===== config.mk =====
export PLATFORM = sky130hd
export DESIGN_NAME = voice_allocator
export DESIGN_NICKNAME = d
export VERILOG_FILES = /design/src/rtl/voice_allocator.sv
export SDC_FILE = /design/constraint.sdc
export NUM_CORES = 1
export LEC_CHECK = 0
export CAP_MARGIN = 40
export CORE_MARGIN = 5
export CORE_UTILIZATION = 50
export DETAILED_ROUTE_END_ITERATION = 7
export PLACE_DENSITY_LB_ADDON = 0.05
export SETUP_SLACK_MARGIN = 0.5
export SYNTH_ARGS = -nofsm -noshare
export SYNTH_HDL_FRONTEND = slang
export SYNTH_SLANG_ARGS = --single-unit

===== constraint.sdc =====
create_clock -name s_axi_aclk_i -period 9.4 [get_ports s_axi_aclk_i]
set_clock_uncertainty 0.05 [all_clocks]
set_input_delay 1.41 -clock s_axi_aclk_i [delete_from_list [all_inputs] [get_ports s_axi_aclk_i]]
set_output_delay 1.41 -clock s_axi_aclk_i [all_outputs]
set_load 0.01 [all_outputs]

===== src/rtl/voice_allocator.sv =====
`default_nettype none
// ============================================================================
// Module      : voice_allocator
// Description : Assigns note-on / note-off events to NUM_CHANNELS synth voices.
//               Each accepted event is resolved by a serial scan of all voices
//               (one voice per cycle), followed by a single channel-write
//               strobe. Per-voice gate, note and age are tracked so that a
//               full pool is arbitrated deterministically. A level all_off
//               request gates off every voice with N consecutive writes.
// Revision    : 1.0 - initial release
// ----------------------------------------------------------------------------
// Ports
//   s_axi_aclk_i     clock
//   s_axi_aresetn_i  synchronous reset, active-low
//   ev_valid_i       note event valid
//   ev_ready_o       event accepted on ev_valid_i & ev_ready_o
//   ev_note_on_i     1 = note-on, 0 = note-off
//   ev_note_i        note number
//   ev_vel_i         velocity (ignored for note-off)
//   all_off_i        level request: gate off every voice
//   ch_we_o          one-cycle channel write strobe
//   ch_sel_o         voice written
//   ch_gate_o        gate value written
//   ch_note_o        note written
//   ch_vel_o         velocity written
//   active_mask_o    current gate of each voice
//   drop_cnt_o       dropped-event count, saturating at 255
//   busy_o           FSM not idle
// Configuration macro
//   VOICE_STEAL_EN   defined: a note-on into a full pool steals the oldest
//                    voice; undefined: such a note-on is dropped.
// ============================================================================
module voice_allocator #(
  parameter int NUM_CHANNELS = 16,
  parameter int NOTE_BITS    = 7,
  parameter int VEL_BITS     = 7,
  // derived from NUM_CHANNELS; not meant to be overridden
  parameter int CH_BITS      = $clog2(NUM_CHANNELS)
) (
  input  logic                    s_axi_aclk_i,
  input  logic                    s_axi_aresetn_i,
  input  logic                    ev_valid_i,
  output logic                    ev_ready_o,
  input  logic                    ev_note_on_i,
  input  logic [NOTE_BITS-1:0]    ev_note_i,
  input  logic [VEL_BITS-1:0]     ev_vel_i,
  input  logic                    all_off_i,
  output logic                    ch_we_o,
  output logic [CH_BITS-1:0]      ch_sel_o,
  output logic                    ch_gate_o,
  output logic [NOTE_BITS-1:0]    ch_note_o,
  output logic [VEL_BITS-1:0]     ch_vel_o,
  output logic [NUM_CHANNELS-1:0] active_mask_o,
  output logic [7:0]              drop_cnt_o,
  output logic                    busy_o
);

  localparam logic [1:0] C_IDLE  = 2'd0;
  localparam logic [1:0] C_SCAN  = 2'd1;
  localparam logic [1:0] C_WRITE = 2'd2;
  localparam logic [1:0] C_CLEAR = 2'd3;

  localparam logic [CH_BITS-1:0] C_LAST     = CH_BITS'(NUM_CHANNELS - 1);
  localparam logic [CH_BITS-1:0] C_ONE      = CH_BITS'(1);
  localparam logic [7:0]         C_DROP_MAX = 8'hFF;

`ifdef VOICE_STEAL_EN
  localparam logic C_STEAL_EN = 1'b1;
`else
  localparam logic C_STEAL_EN = 1'b0;
`endif

  // FSM
  logic [1:0] state_q, state_d;

  // latched event and scan position
  logic                 ev_on_q;
  logic [NOTE_BITS-1:0] ev_note_q;
  logic [VEL_BITS-1:0]  ev_vel_q;
  logic [CH_BITS-1:0]   scan_idx_q;

  // per-voice state
  logic [NUM_CHANNELS-1:0] gate_q;
  logic [NOTE_BITS-1:0]    note_q [NUM_CHANNELS];
  logic [CH_BITS-1:0]      age_q  [NUM_CHANNELS];

  // running scan results
  logic               hit_found_q, free_found_q;
  logic [CH_BITS-1:0] hit_idx_q, free_idx_q, old_idx_q, old_age_q;

  // channel write port
  logic                 ch_we_q, ch_gate_q;
  logic [CH_BITS-1:0]   ch_sel_q;
  logic [NOTE_BITS-1:0] ch_note_q;
  logic [VEL_BITS-1:0]  ch_vel_q;
  logic [7:0]           drop_q;

  // scan evaluation
  logic               w_cur_gate, w_cur_hit, w_old_take, w_scan_last;
  logic [NOTE_BITS-1:0] w_cur_note;
  logic [CH_BITS-1:0] w_cur_age;
  logic               w_hit_found, w_free_found;
  logic [CH_BITS-1:0] w_hit_idx, w_free_idx, w_old_idx, w_old_age;
  logic               w_do_write;
  logic [CH_BITS-1:0] w_sel, w_clr_idx;

  // --------------------------------------------------------------------------
  // Scan evaluation: fold the current voice into the running results. On the
  // last scan cycle these folded values are the final answer.
  // --------------------------------------------------------------------------
  always_comb begin
    w_cur_gate  = gate_q[scan_idx_q];
    w_cur_note  = note_q[scan_idx_q];
    w_cur_age   = age_q[scan_idx_q];
    w_cur_hit   = w_cur_gate && (w_cur_note == ev_note_q);
    w_scan_last = (scan_idx_q == C_LAST);

    w_hit_found  = hit_found_q | w_cur_hit;
    w_hit_idx    = hit_found_q ? hit_idx_q : scan_idx_q;
    w_free_found = free_found_q | ~w_cur_gate;
    w_free_idx   = free_found_q ? free_idx_q : scan_idx_q;

    // strict compare keeps the lowest index on equal ages
    w_old_take = (scan_idx_q == '0) || (w_cur_age > old_age_q);
    w_old_idx  = w_old_take ? scan_idx_q : old_idx_q;
    w_old_age  = w_old_take ? w_cur_age  : old_age_q;
  end

  // Voice selection for the latched event
  always_comb begin
    w_do_write = 1'b0;
    w_sel      = w_hit_idx;
    if (ev_on_q) begin
      if (w_hit_found) begin
        w_do_write = 1'b1;
        w_sel      = w_hit_idx;
      end else if (w_free_found) begin
        w_do_write = 1'b1;
        w_sel      = w_free_idx;
      end else begin
        w_do_write = C_STEAL_EN;
        w_sel      = w_old_idx;
      end
    end else begin
      w_do_write = w_hit_found;
      w_sel      = w_hit_idx;
    end
  end

  // during CLEAR, ch_sel_q holds the voice cleared last
  assign w_clr_idx = ch_sel_q + C_ONE;

  // --------------------------------------------------------------------------
  // FSM: state register / next state / outputs
  // --------------------------------------------------------------------------
  always_ff @(posedge s_axi_aclk_i) begin
    if (!s_axi_aresetn_i) state_q <= C_IDLE;
    else                  state_q <= state_d;
  end

  always_comb begin
    state_d = state_q;
    case (state_q)
      C_IDLE: begin
        if (all_off_i)       state_d = C_CLEAR;
        else if (ev_valid_i) state_d = C_SCAN;
      end
      C_SCAN: begin
        if (w_scan_last) state_d = w_do_write ? C_WRITE : C_IDLE;
      end
      C_WRITE: state_d = C_IDLE;
      C_CLEAR: begin
        if (ch_sel_q == C_LAST) state_d = C_IDLE;
      end
      default: state_d = C_IDLE;
    endcase
  end

  always_comb begin
    ev_ready_o = (state_q == C_IDLE) && !all_off_i;
    busy_o     = (state_q != C_IDLE);
  end

  // --------------------------------------------------------------------------
  // Datapath: event latch, scan accumulators, voice table, write port
  // --------------------------------------------------------------------------
  always_ff @(posedge s_axi_aclk_i) begin
    if (!s_axi_aresetn_i) begin
      ev_on_q      <= 1'b0;
      ev_note_q    <= '0;
      ev_vel_q     <= '0;
      scan_idx_q   <= '0;
      gate_q       <= '0;
      for (int i = 0; i < NUM_CHANNELS; i++) begin
        note_q[i] <= '0;
        age_q[i]  <= '0;
      end
      hit_found_q  <= 1'b0;
      free_found_q <= 1'b0;
      hit_idx_q    <= '0;
      free_idx_q   <= '0;
      old_idx_q    <= '0;
      old_age_q    <= '0;
      ch_we_q      <= 1'b0;
      ch_sel_q     <= '0;
      ch_gate_q    <= 1'b0;
      ch_note_q    <= '0;
      ch_vel_q     <= '0;
      drop_q       <= '0;
    end else begin
      ch_we_q <= 1'b0;
      case (state_q)
        C_IDLE: begin
          if (all_off_i) begin
            // first gate-off write (voice 0) issues on the entry edge
            ch_we_q   <= 1'b1;
            ch_sel_q  <= '0;
            ch_gate_q <= 1'b0;
            ch_note_q <= note_q[0];
            ch_vel_q  <= '0;
            gate_q[0] <= 1'b0;
            age_q[0]  <= '0;
          end else if (ev_valid_i) begin
            ev_on_q      <= ev_note_on_i;
            ev_note_q    <= ev_note_i;
            ev_vel_q     <= ev_vel_i;
            scan_idx_q   <= '0;
            hit_found_q  <= 1'b0;
            free_found_q <= 1'b0;
          end
        end
        C_SCAN: begin
          scan_idx_q   <= scan_idx_q + C_ONE;
          hit_found_q  <= w_hit_found;
          hit_idx_q    <= w_hit_idx;
          free_found_q <= w_free_found;
          free_idx_q   <= w_free_idx;
          old_idx_q    <= w_old_idx;
          old_age_q    <= w_old_age;
          if (w_scan_last) begin
            if (w_do_write) begin
              ch_we_q       <= 1'b1;
              ch_sel_q      <= w_sel;
              ch_gate_q     <= ev_on_q;
              ch_note_q     <= ev_note_q;
              ch_vel_q      <= ev_on_q ? ev_vel_q : '0;
              gate_q[w_sel] <= ev_on_q;
              note_q[w_sel] <= ev_note_q;
              if (ev_on_q) begin
                // selected voice becomes youngest; every other sounding voice ages
                for (int i = 0; i < NUM_CHANNELS; i++) begin
                  if (CH_BITS'(i) == w_sel)
                    age_q[i] <= '0;
                  else if (gate_q[i] && (age_q[i] != C_LAST))
                    age_q[i] <= age_q[i] + C_ONE;
                end
              end else begin
                age_q[w_sel] <= '0;
              end
            end else if (drop_q != C_DROP_MAX) begin
              drop_q <= drop_q + 8'd1;
            end
          end
        end
        C_CLEAR: begin
          if (ch_sel_q != C_LAST) begin
            ch_we_q           <= 1'b1;
            ch_sel_q          <= w_clr_idx;
            ch_gate_q         <= 1'b0;
            ch_note_q         <= note_q[w_clr_idx];
            ch_vel_q          <= '0;
            gate_q[w_clr_idx] <= 1'b0;
            age_q[w_clr_idx]  <= '0;
          end
        end
        default: ;
      endcase
    end
  end

  assign ch_we_o       = ch_we_q;
  assign ch_sel_o      = ch_sel_q;
  assign ch_gate_o     = ch_gate_q;
  assign ch_note_o     = ch_note_q;
  assign ch_vel_o      = ch_vel_q;
  assign active_mask_o = gate_q;
  assign drop_cnt_o    = drop_q;

endmodule
`default_nettype wire


==> Yosys cells after proc, flatten, opt, wreduce, memory -nomap -nowiden <==
Memories as Yosys holds them, arrays and structs flattened. A register that Yosys moved wholly into a read port is not among the register bits.
Cells that the tools add are included.
{ "op_classes": {"add_sub_neg": 19, "magnitude_cmp": 6, "n_eq_ne": 47, "n_bitwise": 40, "n_mux": 362, "reduce_logical": 39} }
{ "ops": {"columns": ["operator", "n"], "rows": [
  ["$mux 1", 275],
  ["$mux 4", 54],
  ["$add 4x1->4 const B", 18],
  ["$mux 7", 10],
  ["$ne 4x4->1 const B", 17],
  ["$mux 16", 3],
  ["$pmux 7 s3", 2],
  ["$or 1x1->1", 35],
  ["$eq 4x4->1 const A", 8],
  ["$pmux 15 s2", 1],
  ["$logic_and 1x1->1", 20],
  ["$and 16x16->16", 1],
  ["$bwmux 16", 1],
  ["$eq 3x4->1 const A", 4],
  ["$not 16->16", 1],
  ["$lt 4x5->1 const B", 3],
  ["$ne 2x2->1 const B", 7],
  ["$pmux 4 s3", 1],
  ["$mux 2", 5],
  ["$pmux 1 s3", 3],
  ["$reduce_and 3->1", 3],
  ["$add 8x1->8 const B", 1],
  ["$demux 1 s4", 2],
  ["$eq 2x4->1 const A", 2],
  ["other kinds (25)", 36]
]} }
{ "totals": {"memories": 2, "mem_bits_rw": 176, "word_cells": 534, "ff_bits": 83, "inputBits": 19, "out_inout_bits": 46} }
{ "mem_list": {"columns": ["name", "depth", "width", "rd", "rd_clocked_by_memory_dff", "wr", "line_no", "rtl"], "rows": [
  ["note_q", 16, 7, 3, 1, 16, "84", "logic [NOTE_BITS-1:0] note_q [NUM_CHANNELS];"],
  ["age_q", 16, 4, 17, 1, 16, "85", "logic [CH_BITS-1:0] age_q [NUM_CHANNELS];"]
]} }

==> Depth between registers and ports, before layout <==
Gate-level depths: netlist of run 1.
{ "logic_depth": {"ltp_word": 19, "ltp_mapped": 19, "ltp_nobuf": 14} }

==> Worst setup path after synthesis of run 1 <==
OpenSTA, ideal clock, no wires.
{ "synth_path": {"path_type": "register to register", "from": "register (tool-made name)", "to": "memory note_q[9][0] (enable)", "period_less_slack_ps": 5894, "stages_incl_launch_ff": 17, "setup_time_ps": 381, "arrival_ps": 5463, "n_path_buf": 4, "slack_ps": 3506, "path_cell_list": "dfxtp_1 -> buf_4 -> buf_4 -> buf_2 -> buf_1 -> mux4_2 -> mux4_2 -> ha_1 -> a211oi_1 -> o21a_1 -> o21ai_0 -> o22a_1 -> o311ai_4 -> or4b_2 -> nor3_2 -> nor2_1 -> o21ai_0"} }
{ "synth_rtl": {"columns": ["element", "line_no"], "rows": [
  ["end, declared", "84"]
]} }

==> results.sh, run 1 <==
export IMPL_wl_per_cell_microns=26.0
export IMPL_synth_area_mux_share=0.154
export IMPL_synth_top_area_frac=0.218
export IMPL_synth_compound_area_frac=0.127
export IMPL_relSlewSlack=0.382
export IMPL_hold_viol_final=0
export IMPL_wl_mm=52.1
export IMPL_worstHoldStart="ch_note_o[0]"
export IMPL_grt_ovfl_total=0
export IMPL_critical_path_class="flop to flop"
export IMPL_path_buf_inv=2
export IMPL_num_nets_final=1628
export IMPL_area_growth_pct=13.8
export IMPL_grt_pass1_vias=12000
export IMPL_fp_dieArea_sq_um=34400
export IMPL_fp_dieH_microns=186
export IMPL_clock_sinks=263
export IMPL_async_flop_share=0
export IMPL_final_common_cell="nand2_1"
export IMPL_worstPathMaxFanout=33
export IMPL_synth_edf_count=112
export IMPL_ir_drop_v=0.000140
export IMPL_portBuffers=64
export IMPL_h_tree_depth=1
export IMPL_max_freq_mhz=181
export IMPL_grt_pass1_wl_mm=77.8
export IMPL_syn_num_nets=1590
export IMPL_met2_usage=0.431
export IMPL_slowest_stage="o32ai_2"
export IMPL_grt_use_met3=0.0707
export IMPL_drc=0
export IMPL_dp_final_hpwl_mm=37.6
export IMPL_p_leak_uw=0.00619
export IMPL_setup_viol=0
export IMPL_n_fill_cell=2664
export IMPL_yosysWarnings=0
export IMPL_grtUsageTotal=0.299
export IMPL_ant_nets=0
export IMPL_ys_ff_latch=263
export IMPL_clockBufferDepth=3
export IMPL_cts_hold_buf=0
export IMPL_synth_simple_area_share=0.234
export IMPL_layout_worst_path_cycle_share=0.588
export IMPL_grt_max_degree=93
export IMPL_cp_cell_sequence="buf_4, mux4_2, mux4_2, ha_1, nand4_1, o21ai_0, nor2_1, nor2_1, a311oi_1, buf_2, nand3_1, o32ai_2, o21ai_0, o21ai_0, a21oi_1"
export IMPL_synth_top_family_by_area="simple AND/OR/NAND/NOR gates"
export IMPL_syn_inst=1544
export IMPL_tightest_slew_ns=0.928
export IMPL_rsz0062_at_grt="false"
export IMPL_cp_common_cell="o21ai_0"
export IMPL_finalCoreUtilization=0.574
export IMPL_ys_types=73
export IMPL_power_density_nw_per_um2=161
export IMPL_io_pins=65
export IMPL_path_clk_slew_ns=0.07
export IMPL_cts_inserted_buffers=31
export IMPL_required_ns=9.80
export IMPL_num_antenna_cells=0
export IMPL_r2r_end="age_q[5][2]"
export IMPL_gr_usage_met1=0.465
export IMPL_r2r_cells=15
export IMPL_hold_end="ch_note_o[0]"
export IMPL_outcome="complete, no violations"
export IMPL_post_drt_via_cell_ratio=6.48
export IMPL_synth_xor_area_share=0.0108
export IMPL_post_cts_buffers=0
export IMPL_syn_avg_cell_area_sq_um=9.97
export IMPL_drv_cap=0
export IMPL_start_util=0.505
export IMPL_grt_busiest_layer="met1"
export IMPL_num_vias=13000
export IMPL_cts_resized=0
export IMPL_cts_tree="yes"
export IMPL_root_buffer="clkbuf_16"
export IMPL_clock_latency_ns=0.57
export IMPL_synth_area_sq_um=15400
export IMPL_drive_above_1_share=0.162
export IMPL_tns_ns=0
export IMPL_drv_slew=0
export IMPL_synthAdderAreaFrac=0.0219
export IMPL_design_core_area_sq_um=30500
export IMPL_drt_iter0_markers=1482
export IMPL_r2r_slack_ns=3.87
export IMPL_cp_top_family="compound AO/OA/AOI/OAI gates"
export IMPL_startpoint_type="flop"
export IMPL_min_path_cells=2
export IMPL_end_kind="flop"
export IMPL_antenna_found_initial=0
export IMPL_synthTopCellsByArea="edfxtp_1 (22%), dfxtp_1 (20%), mux4_2 (10%)"
export IMPL_ys_flop_type="dfxtp_1"
export IMPL_yosys_area_top_type="edfxtp_1"
export IMPL_layout_common_cells="nand2_1 (215), dfxtp_1 (148), nor2_1 (134)"
export IMPL_gp_congestion=0.985
export IMPL_dieWidth_microns=186
export IMPL_hp_class="flop to flop"
export IMPL_cp_arrival_ns=5.92
export IMPL_ys_seq_area_frac=0.415
export IMPL_cpPeakStageDelay_ns=0.85
export IMPL_first_pass_iters=5
export IMPL_period_needed_ns=5.53
export IMPL_num_rows=64
-- worst min-delay path, delay by kind of cell, from the launching register on --
family | cells | cell delay (ns)
DFF | 1 | 0.31
and+or+nand+nor | 1 | 0.05
AOI/OAI and AO/OA | 1 | 0.05
-- power breakdown --
group | internal, uW | switching (uW) | leakage, uW
sequential | 1220 | 33.4 | 0.00238
combinational | 109 | 207 | 0.00328
clock | 749 | 504 | 0.000533
total | 2080 | 744 | 0.00619
-- cell families (layout without fill, tap and decap cells) --
logic type / Yosys count / in the layout
and+or+nand+nor: 680 / 680
AOI/OAI and AO/OA: 285 / 285
DFF: 263 / 263
muxes: 143 / 143
buffers and inverters: 127 / 190
adders and majority gates: 27 / 27
xor gates and xnor gates: 19 / 19
-- registers in the layout, indices dropped and copies added, names as in the netlist, 7 cells and up, named ones only --
signal and cells:
drop_cnt_o 8, active_mask_o 16, ev_note_q 7, ev_vel_q 7
ch_vel_o 7, note_q 112, ch_note_o 7, age_q 64
-- metal layers --
metal,wire [microns],vias to the layer above,share of wire
li1,-,5833,-
met1,23800,6432,0.46
met2,21700,646,0.42
met3,5820,60,0.11
met4,811,0,0.016
met5,0,-,0
-- layout make-up --
cell class	count	area, sq um	share of cell area
Clock buffer	42	897	0.0512
Sequential cell	263	6390	0.365
Clock inverter	16	168	0.00957
Inverter	17	63.8	0.00364
Tap cell	396	495	0.0283
Multi-Input combinational cell	1154	8460	0.483
Timing Repair Buffer	115	1050	0.0597
-- synth_stat cells, types with 10 or more instances --
cell      instances
nand3_1          71
xor2_1           11
clkbuf_1         66
mux2i_1          65
edfxtp_1        112
inv_1            17
and3_1           99
nor3_2           27
nand3b_1         25
nand2_1         215
mux4_2           70
a22oi_1          32
ha_1             27
buf_2            19
nor2_1          134
a21oi_1          73
dfxtp_1         151
and2_1           39
a31oi_1          37
buf_4            10
o21ai_0          55
a211oi_1         10
-- metrics by stage --
| stage | std cells | cell area [sq um] | total power, uW | hold WS [ns] | setup slack [ns] |
|---|---|---|---|---|---|
| after detailed placement | 1942 | 16400 | 1590 | 0.397 | 3.73 |
| after floorplan | 1544 | 15400 | 1470 | 0.387 | 3.51 |
| after global routing | 2003 | 17500 | 2920 | 0.428 | 3.49 |
| after global placement | 1927 | 16300 | 1580 | 0.392 | 3.60 |
| final | 2003 | 17500 | 2820 | 0.408 | 3.87 |
| after CTS | 2000 | 17500 | 2830 | 0.406 | 3.71 |
-- worst max-delay path by stage --
stage / from / end / cells past startpoint
2_1_floorplan: flop / note_q[9][0] / 16
3_3_place_gp: flop / note_q[4][3] / 13
3_5_place_dp: flop / note_q[10][0] / 13
4_1_cts: flop / note_q[10][0] / 13
5_1_grt: flop / age_q[5][2] / 15
6_report: flop / age_q[5][2] / 15
Power figures use the tool's default switching activity.
==> run 2: changes to the inputs <==
==> constraint.sdc (replaced) <==
create_clock -name s_axi_aclk_i -period 5.3 [get_ports s_axi_aclk_i]
set_clock_uncertainty 0.05 [all_clocks]
set_input_delay 0.795 -clock s_axi_aclk_i [delete_from_list [all_inputs] [get_ports s_axi_aclk_i]]
set_output_delay 0.795 -clock s_axi_aclk_i [all_outputs]
set_load 0.01 [all_outputs]
==> run 2 against run 1 <==
- sequential share of layout area shrank 0.75 points
- maximum frequency grew 20%
- count of clock-buffer cells in the layout shrank 4
- clock power grew 74%
- critical path depth shrank 2
- non-clock buffer count grew 23
- sequential cell count is the same
- routed wire length shrank 2.4%
- cell count grew 1.0%
- utilization grew 1.2 points
==> results.sh, run 2 (synthesized netlist as in run 1, its figures left out) <==
export IMPL_outcome="complete, no violations"
export IMPL_root_buffer="clkbuf_16"
export IMPL_path_clk_slew_ns=0.07
export IMPL_dp_final_hpwl_mm=37.5
export IMPL_startpoint_type="flop"
export IMPL_first_pass_iters=7
export IMPL_ant_nets=0
export IMPL_setup_viol=0
export IMPL_num_antenna_cells=0
export IMPL_period_needed_ns=4.60
export IMPL_design_core_area_sq_um=30500
export IMPL_timing_hold_ws_ns=0.409
export IMPL_cp_cell_sequence="buf_4, mux4_2, a22o_1, a221oi_2, xnor2_1, nor3_1, buf_4, a21oi_4, buf_4, mux2i_1, a21oi_1, nor3_2, nor2_1"
export IMPL_fp_dieArea_sq_um=34400
export IMPL_wl_met2_mm=21.1
export IMPL_grt_max_degree=74
export IMPL_antenna_found_initial=0
export IMPL_num_nets_final=1650
export IMPL_top_layer="met4"
export IMPL_grt_ovfl_total=0
export IMPL_grt_pass1_wl_mm=76.7
export IMPL_cts_inserted_buffers=30
export IMPL_drv_cap=0
export IMPL_clockBufferDepth=3
export IMPL_layout_worst_path_cycle_share=0.868
export IMPL_wl_met3_mm=6.01
export IMPL_num_rows=64
export IMPL_rsz0062_at_grt="false"
export IMPL_io_pins=65
export IMPL_wl_per_cell_microns=25.1
export IMPL_start_util=0.505
export IMPL_clock_latency_ns=0.59
export IMPL_power_density_nw_per_um2=278
export IMPL_end_kind="flop"
export IMPL_drv_slew=0
export IMPL_post_drt_via_cell_ratio=6.42
export IMPL_drive_above_1_share=0.184
export IMPL_dieWidth_microns=186
export IMPL_critical_path_class="flop to flop"
export IMPL_placement_setup_worst_slack_ns=0.314
export IMPL_area_growth_pct=16.2
export IMPL_fp_dieH_microns=186
export IMPL_clock_sinks=263
export IMPL_hp_class="flop to flop"
export IMPL_slowest_stage="mux4_2"
export IMPL_fin_area_sq_um=17900
export IMPL_placement_cell_area_sq_um=16700
export IMPL_required_ns=5.71
export IMPL_wl_met1_mm=22.7
export IMPL_ir_drop_v=0.000255
export IMPL_cp_common_cell="buf_4"
export IMPL_largest_register="note_q"
export IMPL_finalWorstSetupSlack_ns=0.700
export IMPL_max_freq_mhz=217
export IMPL_cp_arrival_ns=5.01
export IMPL_largest_reg_flops=112
export IMPL_hold_viol_final=0
export IMPL_cp_top_family="compound AO/OA/AOI/OAI gates"
export IMPL_num_vias=13000
export IMPL_layout_common_cells="nand2_1 (211), dfxtp_1 (148), nor2_1 (131)"
export IMPL_drt_iter0_markers=1446
export IMPL_final_common_cell="nand2_1"
export IMPL_drc=0
export IMPL_grt_pass1_vias=12100
export IMPL_path_buf_inv=3
export IMPL_cts_tree="yes"
export IMPL_tightest_slew_ns=0.878
export IMPL_p_leak_uw=0.00633
export IMPL_grtUsageTotal=0.294
export IMPL_relSlewSlack=0.414
export IMPL_wl_mm=50.9
export IMPL_finalCoreUtilization=0.587
export IMPL_gp_congestion=0.996
export IMPL_portBuffers=64
export IMPL_worstPathMaxFanout=22
export IMPL_h_tree_depth=1
export IMPL_tns_ns=0
export IMPL_cpPeakStageDelay_ns=0.62
-- run 2: final cells by class --
cell class | count | area [sq um]
Fill cell | 2624 | 12600
Multi-Input combinational cell | 1154 | 8670
Sequential cell | 263 | 6390
Timing Repair Buffer | 138 | 1250
Clock buffer | 38 | 811
Tap cell | 396 | 495
Clock inverter | 18 | 210
Inverter | 17 | 63.8
-- run 2: through the flow --
step	cells	power (uW)
finish	2024	4980
global route	2024	5130
CTS	2017	4960
detailed placement	1961	2810
global placement	1957	2810
floorplan	1544	2620
-- run 2: metal layers --
metal	GRT usage	vias up
met4	0.0622	0
met3	0.0791	75
met5	0	-
li1	-	5871
met1	0.454	6342
met2	0.415	709
-- run 2: worst paths after layout --
check | cells past startpoint | from | slack (ns) | to
worst min register to register | 2 | ch_note_o[6] | 0.41 | ch_note_o[6]
worst min-delay path | 2 | ch_note_o[6] | 0.41 | ch_note_o[6]
worst max-delay path | 13 | flop | 0.70 | age_q[11][0]
worst max register to register | 13 | flop | 0.70 | age_q[11][0]
-- run 2: worst register-to-register path: stages, from the launching register on --
cell and delay, ns:
dfxtp_4 0.50, buf_4 0.45, mux4_2 0.65, a22o_1 0.26, a221oi_2 0.19, xnor2_1 0.16
nor3_1 0.08, buf_4 0.16, a21oi_4 0.62, buf_4 0.30, mux2i_1 0.35, a21oi_1 0.26
nor3_2 0.37, nor2_1 0.09
-- run 2: repair_timing --
action | in CTS | in global routing
pin swaps | 1 | 6
setup endpoints to repair | 152 | 211
setup buffers | 0 | 7
resized for setup | 5 | 25
hold buffers | 0 | 0
-- run 2: power by group --
group	internal (uW)	switching (uW)
registers	2160	65.7
logic	220	362
clock network	1280	891
